**src/rtl/escaner_teclado_4x4.sv**
```systemverilog
// escaner_teclado_4x4: 4x4 matrix keypad scanner with press/release debounce.
//
// Drives one keypad row low at a time and samples the columns once per scan tick.
// A key is accepted after N_DEB consecutive low samples and released after N_DEB
// consecutive high samples. Each accepted key is reported once.
//
// Parameters:
//   n      prescaler counter width; 2**n must exceed lim
//   lim    prescaler terminal count; one scan tick every lim+1 clocks
//   N_DEB  matching samples needed to accept a press or a release (>= 2)
//
// Ports:
//   i_Clk         system clock, rising edge
//   i_Rst         synchronous reset, active-high
//   i_Columnas    keypad columns, active-low, asynchronous
//   o_Filas       row drive, active-low, exactly one bit low
//   o_Tecla       code of the last accepted key (4*row + column)
//   o_Valida      one-clock pulse when a new key is accepted
//   o_Presionada  high while the accepted key is held
module escaner_teclado_4x4 #(
    parameter int unsigned n     = 17,
    parameter int unsigned lim   = 99999,
    parameter int unsigned N_DEB = 4
) (
    input  logic       i_Clk,
    input  logic       i_Rst,
    input  logic [3:0] i_Columnas,
    output logic [3:0] o_Filas,
    output logic [3:0] o_Tecla,
    output logic       o_Valida,
    output logic       o_Presionada
);

    localparam int unsigned DW = $clog2(N_DEB + 1);

    typedef enum logic [1:0] {SCAN, DEB_PRESS, PRESSED, DEB_REL} state_t;

    state_t         state_q, state_d;
    logic [3:0]     col_meta_q, col_sync_q;
    logic [n-1:0]   presc_q;
    logic [3:0]     filas_q, filas_d;
    logic [1:0]     fila_q, fila_d;
    logic [1:0]     col_q, col_d;
    logic [DW-1:0]  deb_q, deb_d;
    logic [3:0]     tecla_q, tecla_d;
    logic           valida_q, valida_d;
    logic           pres_q, pres_d;

    logic           tick;
    logic           any_low;
    logic [1:0]     col_sel;
    logic           col_high;
    logic [DW-1:0]  deb_inc;
    logic           deb_done;

    assign tick     = (presc_q == n'(lim));
    assign any_low  = ~&col_sync_q;
    assign col_high = col_sync_q[col_q];
    // Saturating increment: the count never wraps past N_DEB.
    assign deb_inc  = (deb_q == DW'(N_DEB)) ? deb_q : deb_q + DW'(1);
    assign deb_done = (deb_inc == DW'(N_DEB));

    // Lowest-index low column wins; later assignments override earlier ones.
    always_comb begin
        col_sel = 2'd3;
        if (!col_sync_q[2]) col_sel = 2'd2;
        if (!col_sync_q[1]) col_sel = 2'd1;
        if (!col_sync_q[0]) col_sel = 2'd0;
    end

    always_comb begin
        state_d  = state_q;
        filas_d  = filas_q;
        fila_d   = fila_q;
        col_d    = col_q;
        deb_d    = deb_q;
        tecla_d  = tecla_q;
        valida_d = 1'b0;
        pres_d   = pres_q;
        if (tick) begin
            case (state_q)
                SCAN: begin
                    if (any_low) begin
                        col_d   = col_sel;
                        deb_d   = DW'(1);
                        state_d = DEB_PRESS;
                    end else begin
                        filas_d = {filas_q[2:0], filas_q[3]};
                        fila_d  = fila_q + 2'd1;
                    end
                end
                DEB_PRESS: begin
                    if (!col_high) begin
                        deb_d = deb_inc;
                        if (deb_done) begin
                            state_d  = PRESSED;
                            tecla_d  = {fila_q, col_q};
                            valida_d = 1'b1;
                            pres_d   = 1'b1;
                        end
                    end else begin
                        // Bounce or glitch: abandon and keep scanning from the next row.
                        state_d = SCAN;
                        filas_d = {filas_q[2:0], filas_q[3]};
                        fila_d  = fila_q + 2'd1;
                    end
                end
                PRESSED: begin
                    if (col_high) begin
                        deb_d   = DW'(1);
                        state_d = DEB_REL;
                    end
                end
                DEB_REL: begin
                    if (col_high) begin
                        deb_d = deb_inc;
                        if (deb_done) begin
                            pres_d  = 1'b0;
                            state_d = SCAN;
                            filas_d = {filas_q[2:0], filas_q[3]};
                            fila_d  = fila_q + 2'd1;
                        end
                    end else begin
                        state_d = PRESSED;
                    end
                end
                default: state_d = SCAN;
            endcase
        end
    end

    always_ff @(posedge i_Clk) begin
        if (i_Rst) begin
            col_meta_q <= 4'b1111;
            col_sync_q <= 4'b1111;
            presc_q    <= '0;
            state_q    <= SCAN;
            filas_q    <= 4'b1110;
            fila_q     <= 2'd0;
            col_q      <= 2'd0;
            deb_q      <= '0;
            tecla_q    <= 4'd0;
            valida_q   <= 1'b0;
            pres_q     <= 1'b0;
        end else begin
            col_meta_q <= i_Columnas;
            col_sync_q <= col_meta_q;
            presc_q    <= tick ? '0 : presc_q + n'(1);
            state_q    <= state_d;
            filas_q    <= filas_d;
            fila_q     <= fila_d;
            col_q      <= col_d;
            deb_q      <= deb_d;
            tecla_q    <= tecla_d;
            valida_q   <= valida_d;
            pres_q     <= pres_d;
        end
    end

    assign o_Filas      = filas_q;
    assign o_Tecla      = tecla_q;
    assign o_Valida     = valida_q;
    assign o_Presionada = pres_q;

endmodule

```
**config.mk**
```make
export PLATFORM = sky130hd
export DESIGN_NAME = escaner_teclado_4x4
export DESIGN_NICKNAME = d
export VERILOG_FILES = /design/src/rtl/escaner_teclado_4x4.sv
export SDC_FILE = /design/constraint.sdc
export NUM_CORES = 1
export LEC_CHECK = 0
export ABC_AREA = 1
export ABC_CLOCK_PERIOD_IN_PS = 4100
export CAP_MARGIN = 20
export CORE_MARGIN = 8
export CORE_UTILIZATION = 45
export DETAILED_ROUTE_END_ITERATION = 10
export DONT_BUFFER_PORTS = 1
export GPL_ROUTABILITY_DRIVEN = 1
export PLACE_DENSITY = 0.57
export SYNTH_ARGS = -nofsm -noshare
export SYNTH_HDL_FRONTEND = slang
export SYNTH_SLANG_ARGS = --single-unit
```
**constraint.sdc**
```tcl
create_clock -name i_Clk -period 4.1 [get_ports i_Clk]
set_input_delay 0.615 -clock i_Clk [delete_from_list [all_inputs] [get_ports i_Clk]]
set_output_delay 0.615 -clock i_Clk [all_outputs]
set_load 0.005 [all_outputs]
```
Yosys cells after proc, flatten, opt, wreduce, memory -nomap -nowiden
Cells that the tools add are included.
Widths: inputs -> output; s select.
Word-level totals
  register bits: 44
  output and inout bits: 10
  input bits: 6
Cells by class
  $lt $le $gt $ge: 1
  add/subtract/negate cells: 3
  muxes and demuxes: 34
  bitwise gates (word level): 4
  reduce and logical (&&, ||, !) cells: 12
  equal/unequal tests: 16
Operators with widths (number)
  $mux 2: 12
  $add 17x1->17 const B: 1
  $eq 17x17->1 const B: 1
  $mux 4: 4
  $ne 2x2->1 const B: 8
  $mux 3: 5
  $pmux 3 s4: 1
  $pmux 4 s3: 1
  $reduce_and 6->1: 2
  $reduce_and 5->1: 2
  $pmux 2 s4: 1
  $reduce_and 4->1: 2
  $mux 1: 7
  $eq 3x3->1 const B: 2
  $ne 3x3->1 const B: 2
  $pmux 2 s3: 1
  $eq 2x2->1 const B: 2
  $not 1->1: 4
  $reduce_or 4->1: 1
  $add 3x1->3 const B: 1
  $lt 2x3->1 const B: 1
  $reduce_and 3->1: 1
  $reduce_bool 3->1: 1
  $add 2x1->2 const B: 1
  6 further kinds: 6

Longest topological paths before layout
Gate-level depths: netlist (run 1).
  depth after elaboration: 6
  gate-level depth with buffers: 13
  gate-level depth less buffers: 13

Least setup slack after synthesis (run 1)
OpenSTA, ideal clock, no wires.
  path type: reg2reg
  from: register deb_q[0]
  to: register fila_q[0]
  setup time: 0.070 ns
  slack: 2.556 ns
  arrival: 1.474 ns
  cell stages (with the launch flop): 12
  required time: 4.030 ns
  cell sequence: dfxtp_1 > inv_1 > ha_1 > nand2_1 > nand2_1 > nand2_1 > nand3_1 > nand2_1 > nand3_1 > nor2_4 > nand2_1 > a21oi_1
Between the ends
  cells in the longest elaborated chain, start to end: 5
Ends and longest elaborated chain
  start, declared: RTL line 44  | logic [DW-1:0] deb_q, deb_d;
  start signal, assigned: RTL line 141  | deb_q <= '0;
  start signal, assigned: RTL line 153  | deb_q <= deb_d;
  $add 3x1->3 / $eq 3x3->1 (equally long branches): RTL line 60  | assign deb_inc = (deb_q == DW'(N_DEB)) ? deb_q : deb_q + DW'(1);
  $mux 3 (*): RTL line 60
  $eq 3x3->1 (*): RTL line 61  | assign deb_done = (deb_inc == DW'(N_DEB));
  $ne 2x2->1 (no source line) (*)
  $reduce_and 6->1 (no source line) (*)
  end signal, assigned: RTL line 151  | fila_q <= fila_d;
  end, declared: RTL line 42  | logic [1:0] fila_q, fila_d;
Every way passes the cells marked *; elsewhere a longest branch is shown, timed or not.
A chain may end at the register's enable or synchronous reset.

Worst setup path in the final report (run 1)
Same ends and word-level chain as after synthesis.

==> results of run 1 <==
## synth_stat cells, drive strengths merged, types with 2 or more instances
| cell type | instances | area [um^2] |
|---|---|---|
| a21oi | 16 | 87.6 |
| nor3b | 4 | 30.0 |
| nand4 | 3 | 18.8 |
| inv | 39 | 146 |
| buf | 2 | 10.0 |
| o21ai | 13 | 65.1 |
| ha | 3 | 37.5 |
| or2 | 8 | 50.1 |
| xor2 | 3 | 26.3 |
| nand3 | 23 | 145 |
| nand2 | 78 | 310 |
| nor3 | 11 | 71.3 |
| nor2 | 41 | 208 |
| clkbuf | 2 | 7.51 |
| dfxtp | 44 | 881 |
## worst paths after layout
| check | startpoint | end | slack, ns | depth (start not counted) |
|---|---|---|---|---|
| max | deb_q[0] | fila_q[0] | 2.30 | 11 |
| min | i_Rst | col_q[0] | 0.38 | 1 |
| max reg2reg | deb_q[0] | fila_q[0] | 2.30 | 11 |
| min reg2reg | col_meta_q[3] | col_sync_q[3] | 0.41 | 1 |
## registers in the layout, indices dropped and copies added, names as in the netlist, named ones only
name	cells
col_meta_q	4
col_q	2
col_sync_q	4
deb_q	3
fila_q	2
o_Filas	4
o_Presionada	1
o_Tecla	4
o_Valida	1
presc_q	17
state_q	1
## stage by stage
step,cell area (um^2),utilization [%]
after floorplan,2140,-
after global placement,2190,46.9
after detailed placement,2190,46.9
after CTS,2280,48.9
after global routing,2280,48.9
final,2280,48.9
## area by class of cell
class                   count  area, um^2  area share (%)
inverters                  39         146            6.42
multi-input cells         209        1090            47.9
well taps                  54        67.6            2.96
flip-flops and latches     44         881            38.6
clock inverters             2        10.0           0.439
clock buffers               6        82.6            3.62
## power groups by stage
stage	sequential (mW)	clock [mW]	combinational, mW
3_5_place_dp	0.446	0	0.0244
6_report	0.436	0.276	0.0240
3_3_place_gp	0.446	0	0.0243
2_1_floorplan	0.445	0	0.0219
5_1_grt	0.437	0.307	0.0278
4_1_cts	0.436	0.289	0.0244
## cell families (layout without fill, tap and decap cells)
| kind of cell | after synthesis | in the layout | share of synthesized area (%) |
|---|---|---|---|
| AO/OA/AOI/OAI | 35 | 35 | 9.13 |
| XOR/XNOR | 3 | 3 | 1.23 |
| adder cells (fa/ha/maj) | 3 | 3 | 1.76 |
| buffers and inverters | 43 | 47 | 7.67 |
| flip-flops | 44 | 44 | 41.2 |
| AND/OR/NAND/NOR | 168 | 168 | 39.0 |
## worst register-to-register path: stages, from the launching register on
cell,delay [ns]
dfxtp_1,0.36
inv_1,0.08
ha_1,0.21
nand2_1,0.08
nand2_1,0.05
nand2_1,0.08
nand3_1,0.16
nand2_1,0.12
nand3_1,0.17
nor2_4,0.22
nand2_1,0.07
a21oi_1,0.14
## layer usage
| layer | wire length [um] | up-vias |
|---|---|---|
| met3 | 262 | 6 |
| met1 | 2070 | 757 |
| met4 | 60 | 0 |
| li1 | - | 954 |
| met2 | 1610 | 36 |
| met5 | 0 | - |
==> flow_summary.ini, run 1 <==
[run_status]
outcome = finished, final reports clean

[global_route]
grt_pass1_vias = 1584
overflow = 0
grt.met1_usage_pct = 15.7
grt_pass1_wl_um = 7130
grt_max_degree = 18
track_usage_pct = 12.2
antenna_found_initial = 0
use_met2_pct = 18.0
gr-usage-met3_pct = 4.05
busiest_layer = met2

[pwr]
ir_drop_v = 0.000197
p_leak_nw = 0.975
totalPowerFinal_mw = 0.736
seqPwrFrac_pct = 59.3
power.switching_mw = 0.159
p_int_mw = 0.576
clkPwrFrac_pct = 37.5
p_per_area_nw_per_um2 = 323
pwr-share-comb_pct = 3.3
netSwitchingFraction_pct = 21.7

[detailed_routing]
ant_nets = 0
vias = 1753
drt-pass1-iter-count = 4
drt_iter0_markers = 90
wl_per_cell_um = 11.3
drc = 0
routed_wl_um = 4000
via_per_inst = 4.95

[sta]
max_slew_margin_pct = 71.4
drv_slew = 0
skew_ns = 0.00524
worst_pin_slew_ns = 0.429
hold_ws_ns = 0.379
fmax_mhz = 556
fin_ws_ns = 2.30
final.period_utilization_pct = 43.9
period_minus_slack_ns = 1.80
timing_hold_violations_final = 0
tns_ns = 0
finalSetupViolations = 0
rsz0062_at_grt = no

[die]
rows = 25
initial_core_util_pct = 45.9
die_h_um = 84.9
dieArea_um2 = 7210
design.core.area_um2 = 4660
die_w_um = 84.9
io_pins = 16

[final_layout]
final_common_cell = nand2_1
nets = 308
fill_cells = 464
mostFrequentLayoutCells = nand2_1, dfxtp_1, inv_1, nor2_1, nand3_1
area_growth_pct = 6.67
n_antenna_cell = 0
fin_cells = 354
layout-drive-gt1-share_pct = 15.0

[worst_setup_path]
critPathCaptureType = flip-flop
path_max_fanout = 6
crit_required_ns = 4.33
cp_common_cell = nand2_1
worstPathCellList = inv_1 > ha_1 > nand2_1 > nand2_1 > nand2_1 > nand3_1 > nand2_1 > nand3_1 > nor2_4 > nand2_1 > a21oi_1
slowest_delay_ns = 0.36
worstSetupPathType = reg2reg
crit_arrival_ns = 2.02
slowest_stage = dfxtp_1
path_delay_family = simple AND/OR/NAND/NOR gates
cp_num_buf_inv = 1
cp-start-kind = flip-flop

[clocking]
cts_tree = done
cts_hold_buf = 0
path_clk_slew_ns = 0.08
numCtsBuffers = 5
clk_latency_ns = 0.29
clockRootBuffer = clkbuf_8
cts_setup_buffers = 0
post_cts_resized = 0
cts_max_path_buffers = 2
htreeDepth = 2
clock-sinks = 44

[place]
gp_congestion = 0.831
place_ws_ns = 2.30
port_buffers = 0
dp.final_hpwl_um = 3040
dp_cells = 346

[synth]
netlist_area_um2 = 2140
synth_nets = 305
synth_flop_cell = dfxtp_1
synthCells = 296
ys.warnings.count = 0
synthArstFlopShare_pct = 0
synth-seq-area-share_pct = 41.2
synth_edf_count = 0
synth-seq-cells = 44
synth_area_per_cell_um2 = 7.22
yosysUniqueCellTypes = 32

[job]
drv_cap = 0

[worst_hold_path]
hold_path_class = in2reg
Note: power is estimated with default switching activity, not from simulation.
==> run 2, diff against run 1 <==
Settings changed: ABC_CLOCK_PERIOD_IN_PS 4100 to 1700.
Clock period 4.1 ns to 1.7 ns, I/O delays scaled along.
==> run 2 against run 1 <==
Against the previous run: register-to-register slack got worse by 2.2 ns; worst setup slack got worse by 2.2 ns; first-iteration DRC count fell by 42%; fmax is 13% higher; clock skew rose by 0.0021 ns; largest cell class unchanged; global-route usage is 0.42 points higher; clock-buffer cell count fell by 1; die area is the same; largest power group unchanged; critical endpoint is now deb_q[1]; sequential share of layout area decreased by 4.3 points.
==> flow_summary.ini, run 2 (synthesized netlist as in run 1, its figures left out) <==
[sta]
timing_hold_violations_final = 0
period_minus_slack_ns = 1.59
skew_ns = 0.00732
fmax_mhz = 628
fin_ws_ns = 0.107
worst_pin_slew_ns = 0.328
final.period_utilization_pct = 93.7
rsz0062_at_grt = yes
drv_slew = 0
hold_ws_ns = 0.0158
max_slew_margin_pct = 78.0
finalSetupViolations = 0

[detailed_routing]
top_layer_used = met4
wl_met1_um = 2210
routed_wl_um = 4360
wl_met2_um = 1860
vias = 1791
wl_met3_um = 226
ant_nets = 0
drt-pass1-iter-count = 4
wl_per_cell_um = 11.8
drt_iter0_markers = 52
via_per_inst = 4.87
drc = 0

[clocking]
numCtsBuffers = 5
clock-sinks = 44
path_clk_slew_ns = 0.09
cts_tree = done
clk_latency_ns = 0.30
htreeDepth = 2
cts_max_path_buffers = 2
clockRootBuffer = clkbuf_8

[die]
rows = 25
die_h_um = 84.9
die_w_um = 84.9
design.core.area_um2 = 4660
initial_core_util_pct = 45.9
io_pins = 16
dieArea_um2 = 7210

[worst_setup_path]
worstSetupEndpoint = deb_q[1]
r2r-start = presc_q[0]
critPathCaptureType = flip-flop
crit_required_ns = 1.90
cp-start-kind = flip-flop
reg2reg_slack_ns = 0.11
r2r_end = deb_q[1]
critPathLaunch = presc_q[0]
path_max_fanout = 6
worstRegToRegCells = 10
crit_arrival_ns = 1.80
worstSetupPathType = reg2reg

[worst_hold_path]
hold_path_class = in2reg

[pwr]
netSwitchingFraction_pct = 22.3
p_per_area_nw_per_um2 = 763
clkPwrFrac_pct = 42.0
seqPwrFrac_pct = 53.7
power.switching_mw = 0.439
p_int_mw = 1.53
p_leak_nw = 1.09
ir_drop_v = 0.000441
totalPowerFinal_mw = 1.97
pwr-share-comb_pct = 4.3

[final_layout]
fill_cells = 450
top_register = presc_q
area_growth_pct = 20.6
final_common_cell = nand2_1
seqCellArea_um2 = 885
layout-drive-gt1-share_pct = 27.1
n_antenna_cell = 0
largest_reg_flops = 17
fin_cells = 368
mostFrequentLayoutCells = nand2_1, dfxtp_1, inv_1, nor2_1, nand3_1
multi_input_area_um2 = 1240
nets = 322

[place]
gp_congestion = 0.791
dp_cells = 354
dp.final_hpwl_um = 3100
place_ws_ns = -0.0339
port_buffers = 0

[global_route]
grt_pass1_wl_um = 7470
grt_max_degree = 18
grt_pass1_vias = 1703
antenna_found_initial = 0
overflow = 0
track_usage_pct = 12.6

[job]
drv_cap = 0

[run_status]
outcome = finished, final reports clean
run 2: cell types whose count changed in the layout (fill, tap and decap cells not counted), moves of 4 or more:
cell / previous run / this run
nand2_2: 4 / 8
buf_4: 0 / 12
nand3_4: 0 / 4
o21ai_2: 0 / 5
nand3_1: 17 / 13
nand2_1: 73 / 66
run 2: critical path, cell delays in order, from the launching register on:
cell and delay [ns]:
dfxtp_2 0.36, ha_4 0.15, nand2_4 0.05, nor2_4 0.16, inv_2 0.07, nor2_4 0.10
nand3_4 0.15, nor2_4 0.16, nand3_4 0.12, o21ai_2 0.15, nor2_1 0.04
run 2: area by class of cell:
cell class,count,area share [%]
Clock inverter,3,1.80
Multi-Input combinational cell,209,48.2
Sequential cell,44,34.3
Timing Repair Buffer,14,4.66
Inverter,39,5.68
Clock buffer,5,2.67
Tap cell,54,2.62
run 2: worst min-delay path by stage:
| stage | from | endpoint | slack, ns | cells after the start |
|---|---|---|---|---|
| floorplan | i_Columnas[0] | col_meta_q[0] | 0.36 | 1 |
| global placement | i_Rst | fila_q[1] | 0.33 | 1 |
| detailed placement | i_Rst | fila_q[1] | 0.33 | 1 |
| CTS | i_Rst | fila_q[1] | 0.003 | 1 |
| global route | i_Rst | o_Filas[0] | 0.002 | 1 |
| finish | i_Rst | fila_q[0] | 0.02 | 1 |
run 2: power groups by stage:
stage / Sequential (mW) / Clock, mW / Combinational, mW
floorplan: 1.07 / 0 / 0.0528
detailed placement: 1.08 / 0 / 0.0708
CTS: 1.05 / 0.855 / 0.0720
global route: 1.06 / 0.905 / 0.0948
global placement: 1.08 / 0 / 0.0703
finish: 1.05 / 0.826 / 0.0846
run 2: metrics by stage:
stage	area, um^2	util [%]	TNS (ns)
2_1_floorplan	2140	-	0
4_1_cts	2380	51.2	0
3_3_place_gp	2260	48.5	0
3_5_place_dp	2260	48.5	-0.0934
5_1_grt	2580	55.3	-0.107
6_report	2580	55.3	0
run 2: repair_timing:
action                                  in CTS  in global routing
gates cloned                                 0                  0
hold endpoints to repair                     0                  2
endpoints found under the setup margin       4                 33
pin swaps                                    2                  8
gates resized for setup                      2                 40
hold buffers                                 0                  1
buffers inserted                             0                  5
run 2: metal layers:
layer / track usage (%) / vias to the layer above
li1: - / 975
met1: 15.3 / 791
met5: 0 / -
met4: 5.02 / 0
met3: 4.63 / 5
met2: 19.6 / 20
==> run 3, diff against run 2 <==
Settings changed: SKIP_LAST_GASP from default to 1.
==> results of run 3 <==
No change in the layout: final DEF, timing and power equal those of run 2.
